$ cat src/rtl/sync_fifo.sv
// Single-clock FIFO with registered read data, registered occupancy flags
// and sticky overflow/underflow error bits.
module sync_fifo #(
  parameter int unsigned WIDTH    = 8,
  parameter int unsigned ASIZE    = 4,
  parameter int unsigned AF_LEVEL = (1 << ASIZE) - 2,
  parameter int unsigned AE_LEVEL = 2
) (
  input  logic             clk,
  input  logic             rst,
  input  logic             wrt_en,
  input  logic [WIDTH-1:0] data_in,
  input  logic             rd_en,
  output logic [WIDTH-1:0] data_out,
  output logic             full,
  output logic             empty,
  output logic             almost_full,
  output logic             almost_empty,
  output logic [ASIZE:0]   count,
  output logic             overflow,
  output logic             underflow,
  input  logic             clr_err
);

  localparam int unsigned DEPTH = 1 << ASIZE;

  typedef logic [ASIZE:0] ptr_t;

  logic [WIDTH-1:0] mem_q [DEPTH];

  ptr_t             wptr_q, wptr_d;
  ptr_t             rptr_q, rptr_d;
  ptr_t             count_q, count_d;
  logic [WIDTH-1:0] data_out_q, data_out_d;
  logic             full_q, full_d;
  logic             empty_q, empty_d;
  logic             almost_full_q, almost_full_d;
  logic             almost_empty_q, almost_empty_d;
  logic             overflow_q, overflow_d;
  logic             underflow_q, underflow_d;
  logic             rd_acc, wr_acc;

  // A read frees a slot in the same edge, so a full FIFO still accepts a write.
  assign rd_acc = rd_en && !empty_q;
  assign wr_acc = wrt_en && (!full_q || rd_acc);

  always_comb begin
    wptr_d      = wptr_q;
    rptr_d      = rptr_q;
    data_out_d  = data_out_q;
    overflow_d  = overflow_q;
    underflow_d = underflow_q;

    if (wr_acc) wptr_d = wptr_q + 1'b1;
    if (rd_acc) begin
      rptr_d     = rptr_q + 1'b1;
      data_out_d = mem_q[rptr_q[ASIZE-1:0]];
    end

    // Clear first so a coincident error condition wins.
    if (clr_err) begin
      overflow_d  = 1'b0;
      underflow_d = 1'b0;
    end
    if (wrt_en && full_q && !rd_acc) overflow_d  = 1'b1;
    if (rd_en && empty_q)            underflow_d = 1'b1;

    count_d        = wptr_d - rptr_d;
    full_d         = (count_d == ptr_t'(DEPTH));
    empty_d        = (count_d == '0);
    almost_full_d  = (count_d >= ptr_t'(AF_LEVEL));
    almost_empty_d = (count_d <= ptr_t'(AE_LEVEL));
  end

  always_ff @(posedge clk or posedge rst) begin
    if (rst) begin
      wptr_q         <= '0;
      rptr_q         <= '0;
      count_q        <= '0;
      data_out_q     <= '0;
      full_q         <= 1'b0;
      empty_q        <= 1'b1;
      almost_full_q  <= 1'b0;
      almost_empty_q <= 1'b1;
      overflow_q     <= 1'b0;
      underflow_q    <= 1'b0;
    end else begin
      wptr_q         <= wptr_d;
      rptr_q         <= rptr_d;
      count_q        <= count_d;
      data_out_q     <= data_out_d;
      full_q         <= full_d;
      empty_q        <= empty_d;
      almost_full_q  <= almost_full_d;
      almost_empty_q <= almost_empty_d;
      overflow_q     <= overflow_d;
      underflow_q    <= underflow_d;
    end
  end

  // Storage is deliberately not reset.
  always_ff @(posedge clk) begin
    if (wr_acc) mem_q[wptr_q[ASIZE-1:0]] <= data_in;
  end

  assign data_out     = data_out_q;
  assign count        = count_q;
  assign full         = full_q;
  assign empty        = empty_q;
  assign almost_full  = almost_full_q;
  assign almost_empty = almost_empty_q;
  assign overflow     = overflow_q;
  assign underflow    = underflow_q;

endmodule

$ cat config.mk
export PLATFORM = sky130hd
export DESIGN_NAME = sync_fifo
export DESIGN_NICKNAME = d
export VERILOG_FILES = /design/src/rtl/sync_fifo.sv
export SDC_FILE = /design/constraint.sdc
export NUM_CORES = 1
export LEC_CHECK = 0
export BUFFER_PORTS_ARGS = -buffer_cell sky130_fd_sc_hd__buf_2
export CORE_ASPECT_RATIO = 0.5
export CORE_MARGIN = 4
export CORE_UTILIZATION = 55
export DETAILED_ROUTE_END_ITERATION = 10
export GPL_ROUTABILITY_DRIVEN = 0
export PLACE_DENSITY = 0.78
export SYNTH_ARGS = -nofsm -noshare
export SYNTH_HDL_FRONTEND = slang
export SYNTH_SLANG_ARGS = --single-unit
$ cat constraint.sdc
create_clock -name clk -period 3 [get_ports clk]
set_input_delay 0.45 -clock clk [delete_from_list [all_inputs] [get_ports clk]]
set_output_delay 0.45 -clock clk [all_outputs]
set_load 0.01 [all_outputs]
=== Yosys cells after proc, flatten, opt, wreduce, memory -nomap -nowiden ===
Memory sizes are Yosys's and may differ from the RTL's. A register that Yosys moved wholly into a read port is not among the register bits.
Cells that the tools add are included.

* Bits of input ports: 13
* Word-level logic and storage cells: 35
* Output and inout bits: 19
* Memories: 1
* Bits in writable memories: 128
* Register bits: 21

{| class="wikitable"
|+ Memories
! memory !! words !! width !! rd ports !! clocked after memory_dff !! write ports !! line !! source
|-
| mem_q || 16 || 8 || 1 || 1 || 1 || 29 || <nowiki>logic [WIDTH-1:0] mem_q [DEPTH];</nowiki>
|}

* $lt $le $gt $ge: 2
* Mux-type cells: 7
* Equality and inequality tests: 1
* Add/subtract/negate cells: 3
* Reduce and logical (&&, ||, !) cells: 12

{| class="wikitable"
|+ Operators by type and width
! operator !! number
|-
| $add A5 B1 Y5 const B || 2
|-
| $mux W5 || 2
|-
| $eq A5 B5 Y1 const B || 1
|-
| $ge A5 B4 Y1 const B || 1
|-
| $le A5 B2 Y1 const B || 1
|-
| $logic_and A1 B1 Y1 || 5
|-
| $logic_not A5 Y1 || 1
|-
| $mux W1 || 5
|-
| $sub A5 B5 Y5 || 1
|-
| $reduce_bool A2 Y1 || 2
|-
| $logic_not A1 Y1 || 3
|-
| $logic_or A1 B1 Y1 || 1
|}

=== Longest topological paths before layout ===
Gate-level depths: netlist of the first run.

* Depth in word-level cells: 7
* Depth in mapped cells: 12
* Mapped depth without buffers: 12

=== Worst setup path before layout of the first run ===
No wires, ideal clock.

* Path type: flip-flop to flip-flop
* Start: register empty_q, in the netlist empty
* End: register almost_full_q, in the netlist almost_full
* Arrival: 2782 ps
* Setup slack: 92 ps
* Library setup time: 126 ps
* Cell stages (with the launch flop): 12
* Data required time: 2874 ps
* Cells stage by stage: dfstp_2 nand2b_4 clkbuf_1 xnor2_1 ha_1 inv_1 fa_1 xor2_1 xnor2_1 xnor2_1 and2_1 a221o_1

* Elaborated cells on any way between the ends: 8

{| class="wikitable"
|+ RTL lines
! item !! line !! source
|-
| start: declaration || 36 || <nowiki>logic empty_q, empty_d;</nowiki>
|-
| start signal: assignment || 93 || <nowiki>empty_q <= empty_d;</nowiki>
|-
| $logic_not A1 Y1 || 44 || <nowiki>assign rd_acc = rd_en && !empty_q;</nowiki>
|-
| $logic_and A1 B1 Y1 || 44 ||
|-
| $mux W5 || 55 || <nowiki>if (rd_acc) begin</nowiki>
|-
| via rptr_d[0] || 32 || <nowiki>ptr_t rptr_q, rptr_d;</nowiki>
|-
| $sub A5 B5 Y5 || 68 || <nowiki>count_d = wptr_d - rptr_d;</nowiki>
|-
| via count_d[2] || 33 || <nowiki>ptr_t count_q, count_d;</nowiki>
|-
| $ge A5 B4 Y1 || 71 || <nowiki>almost_full_d = (count_d >= ptr_t'(AF_LEVEL));</nowiki>
|-
| via almost_full_d || 37 || <nowiki>logic almost_full_q, almost_full_d;</nowiki>
|-
| end signal: assignment || 94 || <nowiki>almost_full_q <= almost_full_d;</nowiki>
|-
| end: declaration || 37 ||
|}

The timed path passes the listed nets, and every way through them passes these cells.
A chain may end at the register's enable or synchronous reset.

=== Worst setup path after layout of the first run ===
Ends and elaborated chain as after synthesis.

==> results.txt, run 1 <==
The routed layout has about 3300 vias. The number of filler instances in the final layout is approximately 700. The global-route wire length before repair came out at between 20000 and 25000 um.

OpenSTA, run right after detailed placement, puts the worst setup slack at 0.0551 ns. The worst setup path is launched from a flip-flop. The maximum fanout along the worst path is 14. The number of max-cap violations is 0. In this run the standard cell core region covers between 0.01 and 0.015 mm^2.

The via count of the first global-routing pass came out at between 3000 and 4000. The run finished with clean final reports. The placed instance count is about 500. The min-delay analysis places its worst path in the category input port to flip-flop.

The count of placed standard cells in the final layout, fillers left out came out at 530. The horizontal die dimension is approximately 160 um. The sequential cell area fraction in the yosys report is roughly 72%. Across the VDD grid, the largest voltage drop is just over 500 uV. The final wirelength came out at ~13000 um.

For the worst-skew pair, the clock arrives at the later sink with an insertion delay of approximately 0.42 ns. In this run, synthesis produced a sequential element count of roughly 160. The count of warnings emitted by yosys came out at 0. For this run, the post-layout net count is 396. The number of buffers added by the clock tree synthesis step came out at 17. In this run the core area contains 27 standard-cell rows.

The area of the die is 0.0134 mm^2. The routed length per instance came out at 25.3 um. The multi-input combinational cells in the finished layout cover a total of 0.00167 mm^2. The count of boundary I/O pins is 32.

The worst setup path category is flip-flop to flip-flop. The antenna diode count came out at 0. The maximum buffer depth of the clock tree came out at 2. The maximum number of pins on one net before global-route repair is 33.

The length of the first detailed-routing pass in iterations is 4. The post-route fraction of the period consumed by the critical path came out at a little over nine tenths. The root buffer cell chosen for the clock tree is sky130_fd_sc_hd__clkbuf_16. The count of port buffers added during placement came out at 31. The count of flip-flops with a built-in enable after synthesis came out at approximately 130. The number of antenna violations at the first check in global routing is 0. The clock transition at the register clock pins on the worst setup and hold paths after CTS is ~0.060 ns. The count of mapped cells out of synthesis came out at 326.

The most used flip-flop cell after synthesis is sky130_fd_sc_hd__edfxtp_1. The required time reported for the critical path endpoint is ~3.3 ns. The routed via count divided by cell count came out at roughly 6.2. The count of pins over their slew limit came out at 0. For the worst setup path, the data arrival time is ~3.2 ns.

The synthesis-to-layout area growth is 14.1%. The CTS tree is done. The antenna violation net count after detailed routing came out at 0.

Detailed placement finished with a half-perimeter wire length of 8160 um. Setup repair after global routing left no endpoint under its margin. The pin slew with the least headroom to its limit came out at between 0.6 and 0.7 ns. The area occupied by registers came out at approximately 0.0046 mm^2. STA classifies the critical path endpoint as a flip-flop. The proportion of layout cells with a drive suffix above 1 came out at just over 30%. Clock skew on the completed layout was measured at between 0.006 and 0.007 ns. Setup total negative slack on the finished layout was measured at 0 ns. The clock net sink count came out at 157. The effective utilization at floorplan is between 50% and 60%.

Global routing finished with a remaining overflow of 0. Setup violations remaining at the end of the flow were counted as 0. The number of hold-slack violations in the final timing report is 0.

The post-CTS setup buffer count is 0. The maximum clock frequency came out at roughly 0.35 GHz. The share of async-settable or async-resettable flops after synthesis is 18.5%. The total track usage is 21.3%. The remaining max-slew budget at the tightest pin came out at 57.6%. The number of H-tree levels came out at 4. The mean cell area of the mapped netlist is 19.4 um^2. The net count of the mapped netlist is ~350.

The number of DRC markers in iteration 0 came out at a little under 400. The summed instance area of the synthesized netlist is 0.00633 mm^2. The number of different library cells used by synthesis comes to 39. The y dimension of the die is 83.9 um. The final setup slack of the worst path came out at around 0.13 ns. Dividing total power by cell area gives a power density of between 1000 and 1500 mW/mm^2. The number of remaining DRC errors is 0. The standby leakage power came out at roughly 0.0026 uW. The minimum clock period after layout came out at roughly 2.9 ns.
cells in the mapped netlist (2+ instances only):
cell type / count / share of area [%]
sky130_fd_sc_hd__a31oi_1: 2 / 0.20
sky130_fd_sc_hd__mux4_2: 40 / 14
sky130_fd_sc_hd__a21oi_1: 2 / 0.16
sky130_fd_sc_hd__edfxtp_1: 128 / 61
sky130_fd_sc_hd__buf_2: 6 / 0.47
sky130_fd_sc_hd__inv_1: 12 / 0.71
sky130_fd_sc_hd__o21ai_0: 3 / 0.24
sky130_fd_sc_hd__xnor2_1: 9 / 1.2
sky130_fd_sc_hd__ha_1: 8 / 1.6
sky130_fd_sc_hd__nor3_1: 2 / 0.16
sky130_fd_sc_hd__nand2_1: 33 / 2.0
sky130_fd_sc_hd__dfrtp_1: 27 / 11
sky130_fd_sc_hd__dfstp_2: 2 / 0.83
sky130_fd_sc_hd__xor2_1: 3 / 0.42
sky130_fd_sc_hd__clkbuf_1: 7 / 0.42
sky130_fd_sc_hd__and2_1: 13 / 1.3
sky130_fd_sc_hd__nand4_1: 3 / 0.30
sky130_fd_sc_hd__and4_1: 3 / 0.42
sky130_fd_sc_hd__a221o_1: 2 / 0.32
sky130_fd_sc_hd__nor3b_1: 2 / 0.24
per-stage QoR:
step	instance area (um^2)	total power (uW)	utilization (%)	hold slack (ns)
after floorplan	6330	4920	-	0.454
after global placement	6690	5630	60.1	0.369
after detailed placement	6690	5750	60.1	0.386
after CTS	7210	7700	64.9	0.234
after global routing	7220	8080	65.0	0.229
final	7220	7740	65.0	0.244
worst max-delay path, cell delays in order (launching register included):
cell and delay, ns:
sky130_fd_sc_hd__dfstp_2 0.57, sky130_fd_sc_hd__nand2b_4 0.15, sky130_fd_sc_hd__buf_4 0.19, sky130_fd_sc_hd__xnor2_1 0.17, sky130_fd_sc_hd__ha_1 0.19, sky130_fd_sc_hd__inv_1 0.06, sky130_fd_sc_hd__fa_2 0.38, sky130_fd_sc_hd__xor2_1 0.21
sky130_fd_sc_hd__xnor2_1 0.16, sky130_fd_sc_hd__xnor2_1 0.15, sky130_fd_sc_hd__and3_1 0.22, sky130_fd_sc_hd__a221o_1 0.31
area by class of cell:
| class | instances | area share, % |
|---|---|---|
| repair buffers | 42 | 3.33 |
| clock buffers | 20 | 6.05 |
| inverters | 12 | 0.624 |
| multi-input cells | 144 | 23.1 |
| clock inverters | 10 | 1.06 |
| flip-flops and latches | 157 | 63.3 |
| well taps | 145 | 2.51 |
power by group:
group | internal, uW | total, uW | switching, uW
registers | 2730 | 2910 | 176
logic | 1340 | 2930 | 1590
clock network | 1110 | 1910 | 795
cells in the final DEF, fill, tap and decap left out, types with 2 or more instances in the layout:
cell type / instances
sky130_fd_sc_hd__clkbuf_1: 3
sky130_fd_sc_hd__a21oi_1: 2
sky130_fd_sc_hd__nand2_1: 33
sky130_fd_sc_hd__inv_1: 12
sky130_fd_sc_hd__nand4_1: 3
sky130_fd_sc_hd__clkinv_1: 3
sky130_fd_sc_hd__and2_1: 13
sky130_fd_sc_hd__mux4_2: 40
sky130_fd_sc_hd__edfxtp_1: 128
sky130_fd_sc_hd__and4_1: 3
sky130_fd_sc_hd__clkinvlp_4: 2
sky130_fd_sc_hd__buf_2: 31
sky130_fd_sc_hd__dfstp_2: 2
sky130_fd_sc_hd__buf_4: 10
sky130_fd_sc_hd__ha_1: 8
sky130_fd_sc_hd__o21ai_0: 2
sky130_fd_sc_hd__nor3_1: 2
sky130_fd_sc_hd__a31oi_1: 2
sky130_fd_sc_hd__dfrtp_1: 26
sky130_fd_sc_hd__xor2_1: 3
sky130_fd_sc_hd__clkbuf_16: 17
sky130_fd_sc_hd__clkinv_2: 4
sky130_fd_sc_hd__a221o_1: 2
sky130_fd_sc_hd__xnor2_1: 8
worst paths after layout:
kind,start,end,slack (ns),depth (start not counted)
min,clr_err,overflow,0.24,2
min in group asynchronous,rst,data_out[5],0.50,3
max in group asynchronous,rst,almost_empty,1.87,4
max reg2reg,empty,almost_full,0.13,11
max,empty,almost_full,0.13,11
min reg2reg,data_out[5],data_out[5],0.48,2
kinds of logic after synthesis:
| group | synth area share, % |
|---|---|
| AND/OR/NAND/NOR | 5.40 |
| adder cells (fa/ha/maj) | 1.90 |
| multiplexers | 14.4 |
| AO/OA/AOI/OAI | 2.17 |
| XOR/XNOR | 2.29 |
| flip-flops | 72.2 |
| buffers and inverters | 1.60 |
flip-flops by register name (all words and copies together), names as in the netlist:
register,count
full,1
overflow,1
data_out,8
empty,1
almost_full,1
underflow,1
count,5
wptr_q,5
mem_q,128
rptr_q,5
almost_empty,1
metal layers:
layer | routed length [um] | global-route usage [%] | up-vias | share of wire (%)
li1 | - | - | 1376 | -
met1 | 5630 | 29.1 | 1726 | 42
met2 | 6400 | 33.0 | 162 | 48
met3 | 1240 | 7.75 | 16 | 9.2
met4 | 138 | 5.83 | 0 | 1.0
met5 | 0 | 0 | - | 0
timing repair:
item / 4_1_cts / 5_1_grt
hold buffers: 1 / 0
hold endpoints to repair: 6 / 0
gates resized for setup: 0 / 4
setup endpoints to repair: 0 / 4
Note: power is estimated with default switching activity, not from simulation.
==> run 2: changes to the inputs <==
CAP_MARGIN = 0   (was unset)
SETUP_SLACK_MARGIN = 0.15   (was unset)
==> run 2 against run 1 <==
Compared with the run above:
- clock power up 9.9%
- register-to-register slack better by 0.08 ns
- largest power group unchanged
- routed wire length rose by 0.44%
- critical path type unchanged
==> results.txt, run 2 (synthesis gave the netlist of run 1 again) <==
The global-route wire length before repair came out at 20900 um (+1.9%). The critical path's slowest cell is sky130_fd_sc_hd__dfstp_2. The combined buffer and inverter count along the critical path is 3 (+1). The number of filler instances in the final layout came out at 672 (-2.3%).

The number of endpoints failing setup at the final stage was 0 (unchanged). The count of standard-cell rows is 27 (unchanged). The proportion of layout cells with a drive suffix above 1 came out at 33.0% (+2.1 points).

The minimum setup slack among reg-to-reg paths came out at 0.21 ns (+0.08 ns). The startpoint of the worst hold path is clr_err. Clock tree synthesis selected as its root buffer the cell sky130_fd_sc_hd__clkbuf_16. The latest clock arrival within the worst-skew pair is 0.42 ns (about the same). The via count came out at 3277 (-0.091%).

The core region area is 0.0111 mm^2 (unchanged). By instance count, the cell type seen most on the critical path is sky130_fd_sc_hd__a221o_1. The number of DRC markers in iteration 0 came out at 380 (-2.8%). The number of stages on the worst hold path is 2 (unchanged).

The horizontal die dimension came out at 160 um (unchanged). The routed via count divided by cell count is 6.15 (-0.65%). The number of remaining DRC errors came out at 0 (unchanged). The number of hold-slack violations in the final timing report came out at 0 (unchanged). The launching point of the worst reg2reg path is empty. The worst setup path is of the flip-flop to flip-flop kind. The clock transition at the register clock pins on the worst setup and hold paths after CTS is 0.06 ns (about the same). The area of placed instances is 0.00667 mm^2 (-0.22%). The count of port buffers added during placement is 31 (unchanged). The antenna violation net count after detailed routing is 0 (unchanged). The maximum fanout along the worst path came out at 11 (-3). The post-route fraction of the period consumed by the critical path came out at 93.0% (-2.6 points). The number of H-tree levels came to 4 (unchanged).

The worst setup path startpoint is empty. The cell depth of the worst flop-to-flop path is 11 (unchanged). The number of buffers added by the clock tree synthesis step came out at 17 (unchanged). The standby leakage power came out at 0.00264 uW (+2.2%).

The required time reported for the critical path endpoint is 3.30 ns (about the same). The type of element capturing the critical path is a flip-flop. The via count of the first global-routing pass came to 3343 (-1.4%).

Traced cell by cell, the critical path runs through nand2b_4 > buf_12 > buf_6 > a21oi_1 > xor2_2 > ha_1 > inv_1 > a221o_1 > nand2_1 > xnor3_2 > a221o_1. The area of the die is 0.0134 mm^2 (unchanged). The number of antenna violations at the first check in global routing came to 0 (unchanged). Leaving out fill and tap cells, the most frequent cell in the layout is sky130_fd_sc_hd__edfxtp_1.

The flow ran to the end, and the final reports show no timing, DRC or antenna violations. The number of nets in the final layout came out at 397 (+0.25%). The total track usage came out at 21.6% (+0.30 points).

The total grt overflow is 0 (unchanged). The half-perimeter wire length of the detailed placement result is 8130 um (-0.37%). The number of flip-flops under the largest register name is 128 (unchanged). The stage delay of the slowest cell on the critical path is 0.56 ns (about the same). The maximum buffer depth of the clock tree came out at 2 (unchanged).

The maximum number of pins on one net before global-route repair came to 33 (unchanged). The endpoint identified for the worst register-to-register timing path is almost_full. Among cell families on the critical path, the largest total delay comes from compound AO/OA/AOI/OAI gates. The worst hold margin is 0.230 ns (-0.0134 ns).

The critical path startpoint category is a flip-flop. The antenna diode count came out at 0 (unchanged). The data arrival time at the worst-slack endpoint came out at 3.09 ns (-0.08 ns). The accumulated negative setup slack is 0 ns (unchanged). In the layout the commonest cells are sky130_fd_sc_hd__edfxtp_1, sky130_fd_sc_hd__mux4_2, sky130_fd_sc_hd__nand2_1. The maximum clock frequency came to 0.358 GHz (+2.8%). The count of pins over their slew limit is 0 (unchanged). The remaining max-slew budget at the tightest pin came out at 57.2% (-0.35 points). TritonCTS built the clock tree. The y dimension of the die is 83.9 um (unchanged). The highest ir drop seen on vdd is 587 uV (+15%).

Setup repair after global routing could not meet its margin everywhere. The minimum clock period after layout came out at 2.79 ns (-0.0784 ns). The effective utilization at floorplan came out at 56.9% (unchanged). The length of the first detailed-routing pass in iterations is 5 (+1).

The clock net sink count came out at 157 (unchanged). The design area came out at 0.00736 mm^2 (+1.9%). The synthesis-to-layout area growth came out at 16.3%. The number of max-cap violations is 0 (unchanged). The endpoint of the worst hold-timing path is underflow. The pin slew with the least headroom to its limit came out at 0.642 ns (+0.00522 ns).

The final worst clock skew was 0.00627 ns (-0.0000670 ns). The count of boundary I/O pins is 32 (unchanged). The routed length per instance is 25.3 um (-0.13%). The cell area power density is 1100 mW/mm^2 (+2.3%). The worst hold path belongs to the class input port to flip-flop.

The utilization after layout is 66.2% (+1.2 points). The final wirelength came to 13500 um (+0.44%).
run 2: metal layers:
layer	up-vias	track usage [%]	routed length [um]
li1	1380	-	-
met1	1718	29.7	5750
met2	165	33.8	6480
met3	14	6.27	1060
met4	0	7.32	187
met5	-	0	0
run 2: timing repair:
action | CTS | global route
endpoints found under the setup margin | 4 | 4
buffers inserted | 0 | 3
endpoints found under the hold margin | 6 | 0
cloned | 0 | 0
pin swaps | 1 | 8
hold buffers | 1 | 0
resized for setup | 6 | 13
run 2: worst max-delay path by stage:
| stage | endpoint | depth (start not counted) |
|---|---|---|
| finish | almost_full | 11 |
| global route | almost_full | 11 |
| CTS | almost_full | 12 |
| detailed placement | almost_full | 13 |
| global placement | almost_full | 13 |
| floorplan | almost_full | 11 |
run 2: power by group:
| group | switching, uW | leakage (uW) | internal [uW] |
|---|---|---|---|
| registers | 179 | 0.00150 | 2730 |
| logic | 1670 | 0.000867 | 1390 |
| clock network | 804 | 0.000270 | 1290 |
run 2: final cells by class:
class | instances | area (um^2) | area share [%]
Timing Repair Buffer | 43 | 264 | 3.59
Tap cell | 145 | 181 | 2.47
Clock inverter | 10 | 121 | 1.65
Sequential cell | 157 | 4570 | 62.1
Inverter | 12 | 45.0 | 0.612
Clock buffer | 22 | 444 | 6.04
Multi-Input combinational cell | 144 | 1730 | 23.5
run 2: stage by stage:
step | setup WS, ns | instances | power, uW
after CTS | 0.199 | 530 | 7900
after global routing | 0.0896 | 533 | 8440
final | 0.210 | 533 | 8070
after global placement | 0.200 | 497 | 5590
after detailed placement | 0.0774 | 497 | 5720
after floorplan | 0.170 | 326 | 4920
==> run 3: changes to the inputs <==
==> constraint.sdc (replaced) <==
create_clock -name clk -period 3 [get_ports clk]
set_input_delay 0.6 -clock clk [delete_from_list [all_inputs] [get_ports clk]]
set_output_delay 0.6 -clock clk [all_outputs]
set_load 0.01 [all_outputs]
==> run 3 against run 2 <==
Compared with the run above:
- final area is 0.46% higher
- via count is 0.52% higher
- combinational power hardly changed
- die area stayed put
- register-to-register slack worse by 0.05 ns
- first-iteration DRC count is 8.4% higher
- power is 0.40% lower
- count of clock-buffer cells in the layout is 2 lower
- final cell count is 1.7% higher
- highest routed layer unchanged
==> results.txt, run 3 (synthesis gave the netlist of run 1 again) <==
The via count of the first global-routing pass is 3441 (+2.9%). The count of boundary I/O pins is 32 (unchanged). The highest ir drop seen on vdd is 632 uV (+7.8%). The minimum setup slack among reg-to-reg paths is 0.16 ns (-0.05 ns). The number of antenna violations at the first check in global routing is 1 (+1). The global-route wire length before repair is 20900 um (unchanged). The effective utilization at floorplan came out at 56.9% (unchanged). The endpoint of the lowest-slack register-to-register path is almost_full. Setup repair after global routing could not meet its margin everywhere. In this run the worst hold path is classified as input port to async pin.

The maximum fanout along the worst path came out at 5 (-6). The number of flip-flops under the largest register name is 128 (unchanged). The post-route fraction of the period consumed by the critical path is 94.8% (+1.8 points).

The standby leakage power is 0.00268 uW (+1.4%). In this run the critical register-to-register path is launched from empty. The count of placed standard cells in the final layout, fillers left out is 542 (+1.7%).

The remaining max-slew budget at the tightest pin came out at 39.4% (-18 points). The maximum buffer depth of the clock tree came out at 2 (unchanged). The number of nets in the final layout is 407 (+2.5%). Leaving out fill and tap cells, the most frequent cell in the layout is sky130_fd_sc_hd__edfxtp_1. The number of max-cap violations is 0 (unchanged). The count of standard-cell rows came out at 27 (unchanged). The area occupied by registers came out at 0.00457 mm^2 (unchanged).

The minimum clock period after layout was 2.84 ns (+0.0547 ns). The number of endpoints failing setup at the final stage came to 0 (unchanged). The pin slew with the least headroom to its limit came out at 0.908 ns (+0.266 ns). The number of DRC markers in iteration 0 is 412 (+8.4%). The final wirelength came out at 13300 um (-0.90%).

The maximum clock frequency is 0.352 GHz (-1.9%). The design area was 0.00739 mm^2 (+0.46%). TritonCTS built the clock tree. The clock transition at the register clock pins on the worst setup and hold paths after CTS is 0.06 ns (about the same). The core region area came out at 0.0111 mm^2 (unchanged).

The synthesis-to-layout area growth is 16.8%. The sum of internal, switching and leakage power was 8040 uW (-0.40%). The data arrival time at the worst-slack endpoint is 3.14 ns (+0.05 ns). The routed via count divided by cell count came out at 6.08 (-1.2%). The placed instance count is 508 (+2.2%).

The area of the die was 0.0134 mm^2 (unchanged). The length of the first detailed-routing pass in iterations came to 5 (unchanged). The number of remaining DRC errors came out at 0 (unchanged). The required time reported for the critical path endpoint came to 3.30 ns (about the same). The area of placed instances came to 0.00675 mm^2 (+1.2%). The run finished with clean final reports. The cell area power density is 1090 mW/mm^2 (-0.86%). The clock net sink count came out at 157 (unchanged). The count of port buffers added during placement is 31 (unchanged). The setup path with the least slack is of type flip-flop to flip-flop. The number of buffers added by the clock tree synthesis step is 17 (unchanged). The number of hold-slack violations in the final timing report came out at 0 (unchanged). The cell depth of the worst flop-to-flop path was 12 (+1).

The horizontal die dimension came out at 160 um (unchanged). The area occupied by multi-input gates came out at 0.00171 mm^2 (-1.2%). The total track usage came out at 21.6% (-0.026 points).

Leaving out fill and tap cells, the most frequent cells in the layout are sky130_fd_sc_hd__edfxtp_1, sky130_fd_sc_hd__mux4_2, sky130_fd_sc_hd__nand2_1. The antenna violation net count after detailed routing is 0 (unchanged). The tree is rooted in a sky130_fd_sc_hd__clkbuf_16.

STA classifies the critical path endpoint as a flip-flop. The worst setup path is launched from a flip-flop. The maximum number of pins on one net before global-route repair is 33 (unchanged). The number of filler instances in the final layout was 678 (+0.89%). The y dimension of the die came out at 83.9 um (unchanged). The proportion of layout cells with a drive suffix above 1 came out at 35.1% (+2.1 points). The count of pins over their slew limit is 0 (unchanged). The half-perimeter wire length of the detailed placement result came out at 8170 um (+0.50%).

The final worst clock skew came to 0.00778 ns (+0.00152 ns). The number of H-tree levels came out at 4 (unchanged). The latest clock arrival within the worst-skew pair is 0.42 ns (about the same). The routed length per instance is 24.6 um (-2.5%).

The hold-fix buffer count after cts came to 0 (-1). The total grt overflow is 0 (unchanged). The via count came out at 3294 (+0.52%).
==> run 3: worst max-delay path by stage <==
stage	startpoint	endpoint	slack [ns]	cells past startpoint
final	empty	almost_full	0.16	12
after global routing	empty	full	0.005	12
after CTS	empty	empty	0.18	11
after detailed placement	rd_en	almost_full	-0.02	13
after global placement	rd_en	almost_full	0.06	11
after floorplan	rptr_q[0]	almost_full	0.17	11
==> run 3: report_power, final <==
group | internal (uW) | switching, uW
Sequential | 2730 | 158
Clock | 1280 | 777
Combinational | 1430 | 1650
==> run 3: per-stage QoR <==
step           TNS, ns  utilization [%]  hold slack, ns  setup WS [ns]
6_report             0             66.5           0.377          0.156
5_1_grt              0             66.5           0.411        0.00495
4_1_cts              0             65.9           0.398          0.176
3_5_place_dp   -0.0220             60.8           0.467        -0.0220
3_3_place_gp         0             60.8           0.457         0.0632
2_1_floorplan        0                -           0.454          0.170
==> run 3: final cells by class <==
class                      count  area share, %
antenna                        1         0.0338
timing repair buffer          53           4.33
clock inverter                10           1.68
clock buffer                  20           5.91
multi-input combinational    144           23.1
inverter                      12          0.609
sequential                   157           61.9
tap                          145           2.45
==> run 3: metal layers <==
layer  up-vias  GRT usage [%]  wire length [um]
li1       1403              -                 -
met4         0           5.59               235
met5         -              0                 0
met1      1679           29.5              5410
met3        21           7.99              1340
met2       191           33.4              6360
==> run 3: worst max-delay path, stage by stage (launching register included) <==
cell and delay (ns):
sky130_fd_sc_hd__dfstp_2 0.56, sky130_fd_sc_hd__nand2b_4 0.17, sky130_fd_sc_hd__a21boi_4 0.08, sky130_fd_sc_hd__xnor2_2 0.16
sky130_fd_sc_hd__inv_1 0.07, sky130_fd_sc_hd__ha_2 0.17, sky130_fd_sc_hd__inv_2 0.05, sky130_fd_sc_hd__fa_2 0.43
sky130_fd_sc_hd__xor2_2 0.18, sky130_fd_sc_hd__xnor2_2 0.23, sky130_fd_sc_hd__xnor2_2 0.14, sky130_fd_sc_hd__and3_4 0.17
sky130_fd_sc_hd__a221o_1 0.32
==> run 3: repair_timing <==
| action | in CTS | in global routing |
|---|---|---|
| pin swaps | 0 | 8 |
| setup endpoints to repair | 4 | 4 |
| cloned | 0 | 0 |
| buffers inserted | 0 | 3 |
| resized for setup | 3 | 9 |
